## src/rtl/game_timer_pkg.sv

```systemverilog
// Shared types and helpers for the game countdown timer.
// Level and state encodings plus the per-level duration lookup.
package game_timer_pkg;

  typedef enum logic [1:0] {
    BEGIN0 = 2'b00,
    BEGIN1 = 2'b01,
    MED    = 2'b10,
    ADV    = 2'b11
  } level_t;

  typedef enum logic [1:0] {
    IDLE    = 2'b00,
    RUN     = 2'b01,
    PAUSE   = 2'b10,
    EXPIRED = 2'b11
  } state_t;

  localparam int DUR_W = 16;

  // Both beginner encodings share the long duration.
  function automatic logic [DUR_W-1:0] duration(
    input level_t           lvl,
    input logic [DUR_W-1:0] t_beg,
    input logic [DUR_W-1:0] t_med,
    input logic [DUR_W-1:0] t_adv
  );
    logic [DUR_W-1:0] d;
    unique case (1'b1)
      lvl == MED: d = t_med;
      lvl == ADV: d = t_adv;
      default:    d = t_beg;
    endcase
    return d;
  endfunction

endpackage

```

## src/rtl/game_countdown_timer_bcd.sv

```systemverilog
// Registered binary-seconds to M:SS BCD converter.
// Subtract loops are unrolled up to the saturation ceiling.
module sec_to_bcd #(
  parameter int SEC_W = 10,
  parameter int MAX_S = 599
) (
  input  logic             clk,
  input  logic             reset,
  input  logic [SEC_W-1:0] sec,
  output logic [3:0]       min_bcd,
  output logic [3:0]       sec_tens,
  output logic [3:0]       sec_ones
);

  localparam logic [SEC_W-1:0] SIXTY = SEC_W'(60);
  localparam logic [SEC_W-1:0] TEN   = SEC_W'(10);

  logic [SEC_W-1:0] r;
  logic [3:0]       m;
  logic [3:0]       t;

  // Peel off whole minutes, then whole tens of seconds.
  always_comb begin
    r = sec;
    m = '0;
    t = '0;
    for (int i = 0; i < MAX_S / 60; i++) begin
      if (r >= SIXTY) begin
        r = r - SIXTY;
        m = m + 4'd1;
      end
    end
    for (int j = 0; j < 5; j++) begin
      if (r >= TEN) begin
        r = r - TEN;
        t = t + 4'd1;
      end
    end
  end

  // Digits are registered so the display lags sec by one clock.
  always_ff @(posedge clk) begin
    if (reset) begin
      min_bcd  <= '0;
      sec_tens <= '0;
      sec_ones <= '0;
    end else begin
      min_bcd  <= m;
      sec_tens <= t;
      sec_ones <= r[3:0];
    end
  end

endmodule

```

## src/rtl/game_countdown_timer.sv

```systemverilog
// Level-selectable game countdown timer with 1 Hz prescaler,
// pause/resume, saturating bonus add and a timeout pulse.
module game_countdown_timer
  import game_timer_pkg::*;
#(
  parameter int CLK_HZ  = 25_000_000,
  parameter int T_BEGIN = 60,
  parameter int T_MED   = 45,
  parameter int T_ADV   = 30,
  parameter int BONUS_S = 5,
  parameter int MAX_S   = 599,
  parameter int SEC_W   = 10
) (
  input  logic             clk,
  input  logic             reset,
  input  logic [1:0]       level,
  input  logic             start,
  input  logic             pause,
  input  logic             bonus,
  output logic [SEC_W-1:0] sec_left,
  output logic [3:0]       min_bcd,
  output logic [3:0]       sec_tens,
  output logic [3:0]       sec_ones,
  output logic             running,
  output logic             expired,
  output logic             timeout_p
);

  localparam int PW = (CLK_HZ > 1) ? $clog2(CLK_HZ) : 1;
  localparam logic [PW-1:0]  PRE_TC = PW'(CLK_HZ - 1);
  localparam logic [SEC_W:0] BON    = (SEC_W+1)'(BONUS_S);
  localparam logic [SEC_W:0] CEIL   = (SEC_W+1)'(MAX_S);

  state_t           state_q;
  state_t           state_d;
  logic [PW-1:0]    pre_q;
  logic [PW-1:0]    pre_d;
  logic [SEC_W-1:0] sec_q;
  logic [SEC_W-1:0] sec_d;
  logic [SEC_W-1:0] dur;
  logic [SEC_W:0]   sum;
  logic             tick;
  logic             to_q;
  logic             to_d;

  assign tick = (state_q == RUN) && (pre_q == PRE_TC);
  assign dur  = SEC_W'(duration(level_t'(level),
                                DUR_W'(T_BEGIN),
                                DUR_W'(T_MED),
                                DUR_W'(T_ADV)));

  // Next seconds value: optional tick decrement plus
  // optional bonus, clamped to the ceiling. One spare bit
  // keeps the sum from wrapping before the clamp.
  always_comb begin
    sum = {1'b0, sec_q} - {{SEC_W{1'b0}}, tick};
    if (bonus) sum = sum + BON;
    if (sum > CEIL) sum = CEIL;
  end

  // Next state, prescaler, seconds and timeout pulse.
  always_comb begin
    state_d = state_q;
    pre_d   = pre_q;
    sec_d   = sec_q;
    to_d    = 1'b0;
    if (start) begin
      sec_d = dur;
      pre_d = '0;
      if (dur == '0) begin
        state_d = EXPIRED;
        to_d    = 1'b1;
      end else begin
        state_d = RUN;
      end
    end else begin
      case (state_q)
        RUN: begin
          pre_d = tick ? '0 : pre_q + 1'b1;
          sec_d = sum[SEC_W-1:0];
          if (tick && sum == '0) begin
            state_d = EXPIRED;
            to_d    = 1'b1;
          end else if (pause) begin
            state_d = PAUSE;
          end
        end
        PAUSE: begin
          sec_d = sum[SEC_W-1:0];
          if (pause) state_d = RUN;
        end
        default: ;
      endcase
    end
  end

  // Timer state registers.
  always_ff @(posedge clk) begin
    if (reset) begin
      state_q <= IDLE;
      pre_q   <= '0;
      sec_q   <= '0;
      to_q    <= 1'b0;
    end else begin
      state_q <= state_d;
      pre_q   <= pre_d;
      sec_q   <= sec_d;
      to_q    <= to_d;
    end
  end

  assign sec_left  = sec_q;
  assign running   = (state_q == RUN);
  assign expired   = (state_q == EXPIRED);
  assign timeout_p = to_q;

  sec_to_bcd #(
    .SEC_W (SEC_W),
    .MAX_S (MAX_S)
  ) u_bcd (
    .clk      (clk),
    .reset    (reset),
    .sec      (sec_q),
    .min_bcd  (min_bcd),
    .sec_tens (sec_tens),
    .sec_ones (sec_ones)
  );

endmodule
```

## config.mk

```make
export PLATFORM = sky130hd
export DESIGN_NAME = game_countdown_timer
export DESIGN_NICKNAME = d
export VERILOG_FILES = /design/src/rtl/game_timer_pkg.sv /design/src/rtl/game_countdown_timer_bcd.sv /design/src/rtl/game_countdown_timer.sv
export SDC_FILE = /design/constraint.sdc
export NUM_CORES = 1
export LEC_CHECK = 0
export ABC_AREA = 0
export BUFFER_PORTS_ARGS = -buffer_cell sky130_fd_sc_hd__buf_4
export CAP_MARGIN = 5
export CELL_PAD_IN_SITES_DETAIL_PLACEMENT = 0
export CELL_PAD_IN_SITES_GLOBAL_PLACEMENT = 1
export CORE_UTILIZATION = 30
export CTS_BUF_LIST = sky130_fd_sc_hd__clkbuf_8
export DETAILED_ROUTE_END_ITERATION = 6
export PLACE_DENSITY = 0.61
export SLEW_MARGIN = 10
export SYNTH_ARGS = -nofsm -noshare
export SYNTH_HDL_FRONTEND = slang
export SYNTH_HIERARCHICAL = 1
export SYNTH_SLANG_ARGS = --single-unit
```

## constraint.sdc

```tcl
create_clock -name clk -period 17.5 [get_ports clk]
set_clock_uncertainty 0.05 [all_clocks]
set_input_delay 0 -clock clk [delete_from_list [all_inputs] [get_ports clk]]
set_output_delay 0 -clock clk [all_outputs]
set_load 0.01 [all_outputs]
```

Yosys cells after proc, flatten, opt, wreduce, memory -nomap -nowiden
Index checks and enable logic that the tools add are counted.
{"block": "totals", "inputBits": 7, "ff_bits": 50, "wordCells": 112, "out_inout_bits": 25}
{"block": "op_classes", "n_reduce_logical": 9, "magnitude_cmp": 15, "n_addsub": 29, "n_eq_ne": 8, "muxes": 44}
{"cell": "10-bit two-way mux", "n": 15}
{"cell": "10-bit by 6-bit >= comparator with 1-bit output (second input constant)", "n": 9}
{"cell": "10-bit by 6-bit subtractor with 10-bit output (second input constant)", "n": 9}
{"cell": "4-bit two-way mux", "n": 13}
{"cell": "10-bit by 4-bit >= comparator with 1-bit output (second input constant)", "n": 5}
{"cell": "4-bit by 1-bit adder with 4-bit output (second input constant)", "n": 10}
{"cell": "10-bit by 4-bit subtractor with 10-bit output (second input constant)", "n": 4}
{"cell": "25-bit by 1-bit adder with 25-bit output (second input constant)", "n": 1}
{"cell": "25-bit equality test (second input constant)", "n": 1}
{"cell": "25-bit two-way mux", "n": 1}
{"cell": "11-bit two-way mux", "n": 2}
{"cell": "6-bit one-hot mux with 2 select lines", "n": 1}
{"cell": "11-bit by 3-bit adder with 11-bit output (second input constant)", "n": 1}
{"cell": "11-bit by 10-bit > comparator with 1-bit output (second input constant)", "n": 1}
{"cell": "11-bit zero test", "n": 1}
{"cell": "10-bit by 1-bit subtractor with 11-bit output", "n": 1}
{"cell": "10-bit zero test", "n": 1}
{"cell": "2-bit two-way mux", "n": 5}
{"cell": "2-bit equality test (second input constant)", "n": 4}
{"cell": "1-bit two-way mux", "n": 6}
{"cell": "1-bit by 1-bit adder with 2-bit output (second input constant)", "n": 2}
{"cell": "4-bit by 3-bit inequality test with 1-bit output (second input constant)", "n": 1}
{"cell": "2-bit one-hot mux with 2 select lines", "n": 1}
{"cell": "2-bit OR reduction", "n": 2}
{"cell": "other kinds (7)", "n": 8}

Logic depth before layout (Yosys ltp)
{"block": "logic_depth", "word_depth": 28, "ltp_mapped": 103}

By module
The synthesis kept the hierarchy.
{"mod": "sec_to_bcd", "cells_per_inst": 859, "seq_area_each_um2": 240.2, "area_each_um2": 6182.2, "n_inst": 1}
{"mod": "game_countdown_timer", "cells_per_inst": 301, "seq_area_each_um2": 760.7, "area_each_um2": 2451.1, "n_inst": 1}

Worst setup path before layout
No wires, ideal clock.
{"block": "synth_timing", "path_kind": "flip-flop to flip-flop", "start": "register sec_q[2], in the netlist sec_left[2]", "end": "register u_bcd.sec_ones[3]", "path_stages_with_launch": 95, "period_less_slack_ns": 19.184, "arrival_time_ns": 19.064, "required_time_ns": 17.379, "setup_ns": 0.071, "slack_ns": -1.684, "n_path_buf": 12, "path_cell_list": "dfxtp_1 -> ha_1 -> nand3_1 -> nand2_1 -> mux2_2 -> ha_1 -> clkbuf_1 -> inv_1 -> nor2_1 -> a21oi_4 -> nand3_1 -> xnor2_1 -> inv_1 -> ha_1 -> nand4_1 -> nand3_2 -> buf_2 -> xnor2_1 -> (+59 left out) -> xnor2_1 -> ha_1 -> nor2b_1 -> nand2_1 -> nor3_1 -> a2111o_1 -> nor3_1 -> xnor2_1 -> inv_1 -> ha_1 -> buf_1 -> inv_1 -> and4_1 -> a2111o_1 -> o31a_1 -> o211a_1 -> or4_1 -> a21oi_1"}
{"block": "synth_between", "elab_chain_len": 28}
{"element": "start: declaration", "line": "game_countdown_timer.sv:38", "text": "logic [SEC_W-1:0] sec_q;"}
{"element": "start signal: assignment", "line": "game_countdown_timer.sv:102", "text": "sec_q <= '0;"}
{"element": "start signal: assignment", "line": "game_countdown_timer.sv:107", "text": "sec_q <= sec_d;"}
{"element": "10-bit by 6-bit subtractor with 10-bit output or 10-bit by 6-bit >= comparator with 1-bit output (tied branches)", "line": "game_countdown_timer_bcd.sv:29, game_countdown_timer_bcd.sv:28"}
{"element": "10-bit two-way mux *", "line": "game_countdown_timer_bcd.sv:28", "text": "if (r >= SIXTY) begin"}
{"element": "10-bit by 6-bit subtractor with 10-bit output or 10-bit by 6-bit >= comparator with 1-bit output (tied branches)", "line": "game_countdown_timer_bcd.sv:29, game_countdown_timer_bcd.sv:28"}
{"element": "10-bit two-way mux *", "line": "game_countdown_timer_bcd.sv:28"}
{"element": "10-bit by 6-bit subtractor with 10-bit output or 10-bit by 6-bit >= comparator with 1-bit output (tied branches)", "line": "game_countdown_timer_bcd.sv:29, game_countdown_timer_bcd.sv:28"}
{"element": "10-bit two-way mux *", "line": "game_countdown_timer_bcd.sv:28"}
{"element": "10-bit by 6-bit subtractor with 10-bit output or 10-bit by 6-bit >= comparator with 1-bit output (tied branches)", "line": "game_countdown_timer_bcd.sv:29, game_countdown_timer_bcd.sv:28"}
{"element": "10-bit two-way mux *", "line": "game_countdown_timer_bcd.sv:28"}
{"element": "(+12 left out)"}
{"element": "10-bit by 4-bit subtractor with 10-bit output or 10-bit by 4-bit >= comparator with 1-bit output (tied branches)", "line": "game_countdown_timer_bcd.sv:35, game_countdown_timer_bcd.sv:34"}
{"element": "10-bit two-way mux *", "line": "game_countdown_timer_bcd.sv:34", "text": "if (r >= TEN) begin"}
{"element": "10-bit by 4-bit subtractor with 10-bit output or 10-bit by 4-bit >= comparator with 1-bit output (tied branches)", "line": "game_countdown_timer_bcd.sv:35, game_countdown_timer_bcd.sv:34"}
{"element": "10-bit two-way mux *", "line": "game_countdown_timer_bcd.sv:34"}
{"element": "10-bit by 4-bit subtractor with 10-bit output or 10-bit by 4-bit >= comparator with 1-bit output (tied branches)", "line": "game_countdown_timer_bcd.sv:35, game_countdown_timer_bcd.sv:34"}
{"element": "10-bit two-way mux *", "line": "game_countdown_timer_bcd.sv:34"}
{"element": "10-bit by 4-bit >= comparator with 1-bit output or 4-bit subtractor (tied branches)", "line": "game_countdown_timer_bcd.sv:34, game_countdown_timer_bcd.sv:35"}
{"element": "4-bit two-way mux *", "line": "game_countdown_timer_bcd.sv:34"}
{"element": "end signal: assignment", "line": "game_countdown_timer_bcd.sv:50", "text": "sec_ones <= r[3:0];"}
{"element": "end: declaration", "line": "game_countdown_timer_bcd.sv:12", "text": "output logic [3:0] sec_ones"}
Mark *: on every way between the ends. The rest lies on a longest branch, timed or not.
A chain may end at the register's enable or synchronous reset.

Worst setup path after layout
{"block": "layout_timing", "start": "register sec_q[6], in the netlist sec_left[6]", "end": "register u_bcd.sec_ones[3]"}
The elaborated chain is that of the path after synthesis.

==> metrics.md <==
| Metric | Value |
|---|---|
| Critical Path End Type | flop |
| WP data required | between 15 and 20 ns |
| Max Slew Vio Count | 0 |
| Syn Nets | ~1200 |
| Total GRT Usage | 0.172 |
| Die width | 172 um |
| Routed vias | around 9000 |
| Ys async rst share | 0 |
| H-Tree Depth | 2 |
| Initial antenna violation count | 0 |
| Slew HR | 0.376 |
| Pre-CTS WS | roughly 0.086 ns |
| Final WL | about 26000 um |
| Synth Cell Area | 0.00863 mm2 |
| Outcome | completed |
| Die span in y | between 150 and 200 um |
| Setup_tns | 0 ns |
| Endpoints failing setup | 0 |
| Antenna fix cells | 0 |
| Remaining DRCs | 0 |
| Core footprint | between 0.02 and 0.03 mm2 |
| Fin crit period | about 17 ns |
| CP max stage cell | or4_4 |
| Fin crit share | 0.945 |
| Setup WS post-layout | between 0.9 and 1 ns |
| Top cells by area, synth | dfxtp_1, xnor2_1, ha_1 |
| Worst Hold Class | in -> reg |
| Footprint of the multi-input gates | ~0.0076 mm2 |
| Critical Path Start Type | flop |
| Worst Path Arrival | 16.73 ns |
| Fmax | 60.5 MHz |
| Io pins | 32 |
| Initial DRC Count | roughly 650 |
| Worst path max stage delay | 0.61 ns |
| Hpwl dp | 20400 um |
| Top cell by count, worst path | ha_1 |
| Fin. Hold Viols | 0 |
| #FFs+latches synth | 50 |
| WHS | 0.0351 ns |
| Die area | slightly below 0.03 mm2 |
| Fillers | roughly 3000 |
| Synth area leader | dfxtp_1 |
| Drt first pass iters | 5 |
| Max-cap violation count | 0 |
| Global-route wire length before repair | around 42000 um |
| Dominant synthesized flop cell | dfxtp_1 |
| Vias in the first global route | around 8300 |
| Post-Synthesis Cells | about 1200 |
| Slew @ Worst Pin | 0.930 ns |
| Routability cong. | between 0.8 and 0.9 |
| Area growth from synthesis to layout | 18.2% |
| CTS clk-pin slew, worst paths | approximately 0.09 ns |
| Post-Syn Area per Cell | around 7.4 um2 |
| Crit Path Category | reg -> reg |
| Distinct cells, synth | approximately 130 |
| Num CTS Buffers | 5 |
| Layout cells sized above 1 | 0.222 |
| Wire per inst | 16.0 um |
| Largest net degree at the start of global routing | 24 |
| Post-DRT Antenna Nets | 0 |
| Sink Count | 50 |
| DR vias/cell | 5.57 |
| Clock Path Buffers | 2 |
| I/O Buffers | 31 |
| Rows | slightly above 60 |
| Starting Density | 0.308 |
| Worst-Skew Late Latency | about 0.31 ns |
| Number of synthesized flops with an enable pin | 0 |
| GRT overflow | 0 |
| Clock root cell | clkbuf_8 |
| FF/Latch Area | between 0.001 and 0.0015 mm2 |
| CTS tree | built |
| Critical path peak fanout | 10 |
| Synth Warn # | 6 |
| Final nets | 1276 |
| Register area share after synthesis | 0.116 |
| Synth top area share | 0.116 |
worst max-delay path: cells and delay by family, from the launching register on:
family / cells / cell delay [ns]
xor+xnor: 8 / 1.29
buf+inv: 14 / 1.44
simple gates: 30 / 6.23
compound gates: 17 / 3.34
fa+ha+maj: 13 / 2.66
flops: 1 / 0.36
mux: 4 / 1.02
path summary, 6_finish.rpt:
| path | cells after the start | end | slack, ns | start |
|---|---|---|---|---|
| hold reg to reg | 2 | pre_q[13]$_SDFFE_PP0P_ | 0.45 | pre_q[13]$_SDFFE_PP0P_ |
| setup / recovery | 86 | u_bcd/sec_ones[3]$_SDFF_PP0_ | 0.96 | sec_left[6]$_SDFFE_PP0P_ |
| setup reg to reg | 86 | u_bcd/sec_ones[3]$_SDFF_PP0_ | 0.96 | sec_left[6]$_SDFFE_PP0P_ |
| hold / removal | 4 | sec_left[0]$_SDFFE_PP0P_ | 0.04 | bonus |
registers in the layout (all words and copies together) (netlist names):
register and count:
pre_q 25, state_q 2, sec_left 10, u_bcd/sec_tens 4, u_bcd/sec_ones 4, timeout_p 1
u_bcd/min_bcd 4
final cells by class:
type / instances / share of cell area
Timing Repair Buffer: 113 / 0.0851
Tap cell: 378 / 0.0463
Inverter: 47 / 0.0183
Clock buffer: 6 / 0.00809
Clock inverter: 2 / 0.000858
Multi-Input combinational cell: 1015 / 0.742
Sequential cell: 50 / 0.0992
cell usage after synthesis (7+ instances only):
| library cell | count |
|---|---|
| mux2i_1 | 19 |
| nor4_1 | 8 |
| a211oi_1 | 19 |
| and2_1 | 17 |
| inv_1 | 43 |
| o21ai_1 | 11 |
| o31ai_1 | 15 |
| buf_2 | 14 |
| o22ai_1 | 12 |
| a21o_1 | 9 |
| o211a_1 | 7 |
| nand4_1 | 22 |
| or3_1 | 14 |
| nand2b_1 | 13 |
| nor2b_1 | 12 |
| and3_1 | 24 |
| a31oi_1 | 12 |
| o211ai_1 | 21 |
| dfxtp_1 | 50 |
| xnor2_1 | 69 |
| a21oi_1 | 55 |
| ha_1 | 37 |
| nand3_1 | 42 |
| o21a_1 | 14 |
| nor3_1 | 34 |
| a32oi_1 | 7 |
| nand2_1 | 116 |
| nand3b_1 | 8 |
| o21ai_0 | 52 |
| clkbuf_1 | 13 |
| mux2_2 | 21 |
| xor2_1 | 30 |
| nor2_1 | 106 |
per-stage QoR:
| stage | cells | util | cell area [um2] |
|---|---|---|---|
| detailed placement | 1574 | 0.345 | 9650 |
| CTS | 1587 | 0.350 | 9790 |
| global route | 1611 | 0.364 | 10200 |
| global placement | 1574 | 0.345 | 9650 |
| floorplan | 1160 | - | 8890 |
| finish | 1611 | 0.364 | 10200 |
cell families after synthesis:
| family | after synthesis | synth area share |
|---|---|---|
| simple gates | 469 | 0.281 |
| flops | 50 | 0.116 |
| compound gates | 359 | 0.324 |
| fa+ha+maj | 38 | 0.0548 |
| mux | 45 | 0.0578 |
| xor+xnor | 104 | 0.110 |
| buf+inv | 95 | 0.0570 |
placed cells by master, fill, tap and decap left out, types with 12 or more instances in the layout:
master and instances:
ha_1 31, xor2_1 30, nand3_1 39, a31oi_1 12, nor3_1 33, o21ai_1 12
a21oi_1 55, a211oi_1 18, nand2_1 110, o21ai_0 50, nand4_1 22, o31ai_1 14
and2_1 17, o21a_1 14, nor2_1 101, mux2i_1 17, mux2_2 20, and3_1 23
xnor2_1 60, dfxtp_1 43, nor2b_1 12, nand2b_1 13, inv_1 36, o22ai_1 12
buf_4 106, o211ai_1 21
metal layers:
metal | global-route usage | vias up | wire [um]
met1 | 0.243 | 4256 | 12900
met3 | 0.00943 | 20 | 830
met4 | 0.0248 | 0 | 189
met5 | 0 | - | 0
li1 | - | 4527 | -
met2 | 0.291 | 167 | 11800
repair_timing:
item,in CTS,in global routing
hold buffers,5,0
setup buffers,0,24
setup endpoints to repair,1,7
pin swaps,0,16
endpoints found under the hold margin,14,0
resized for setup,1,48
Power is left out: the tool's default activity adds up to more than one toggle a clock period on the data nets, which glitch-free logic cannot reach.
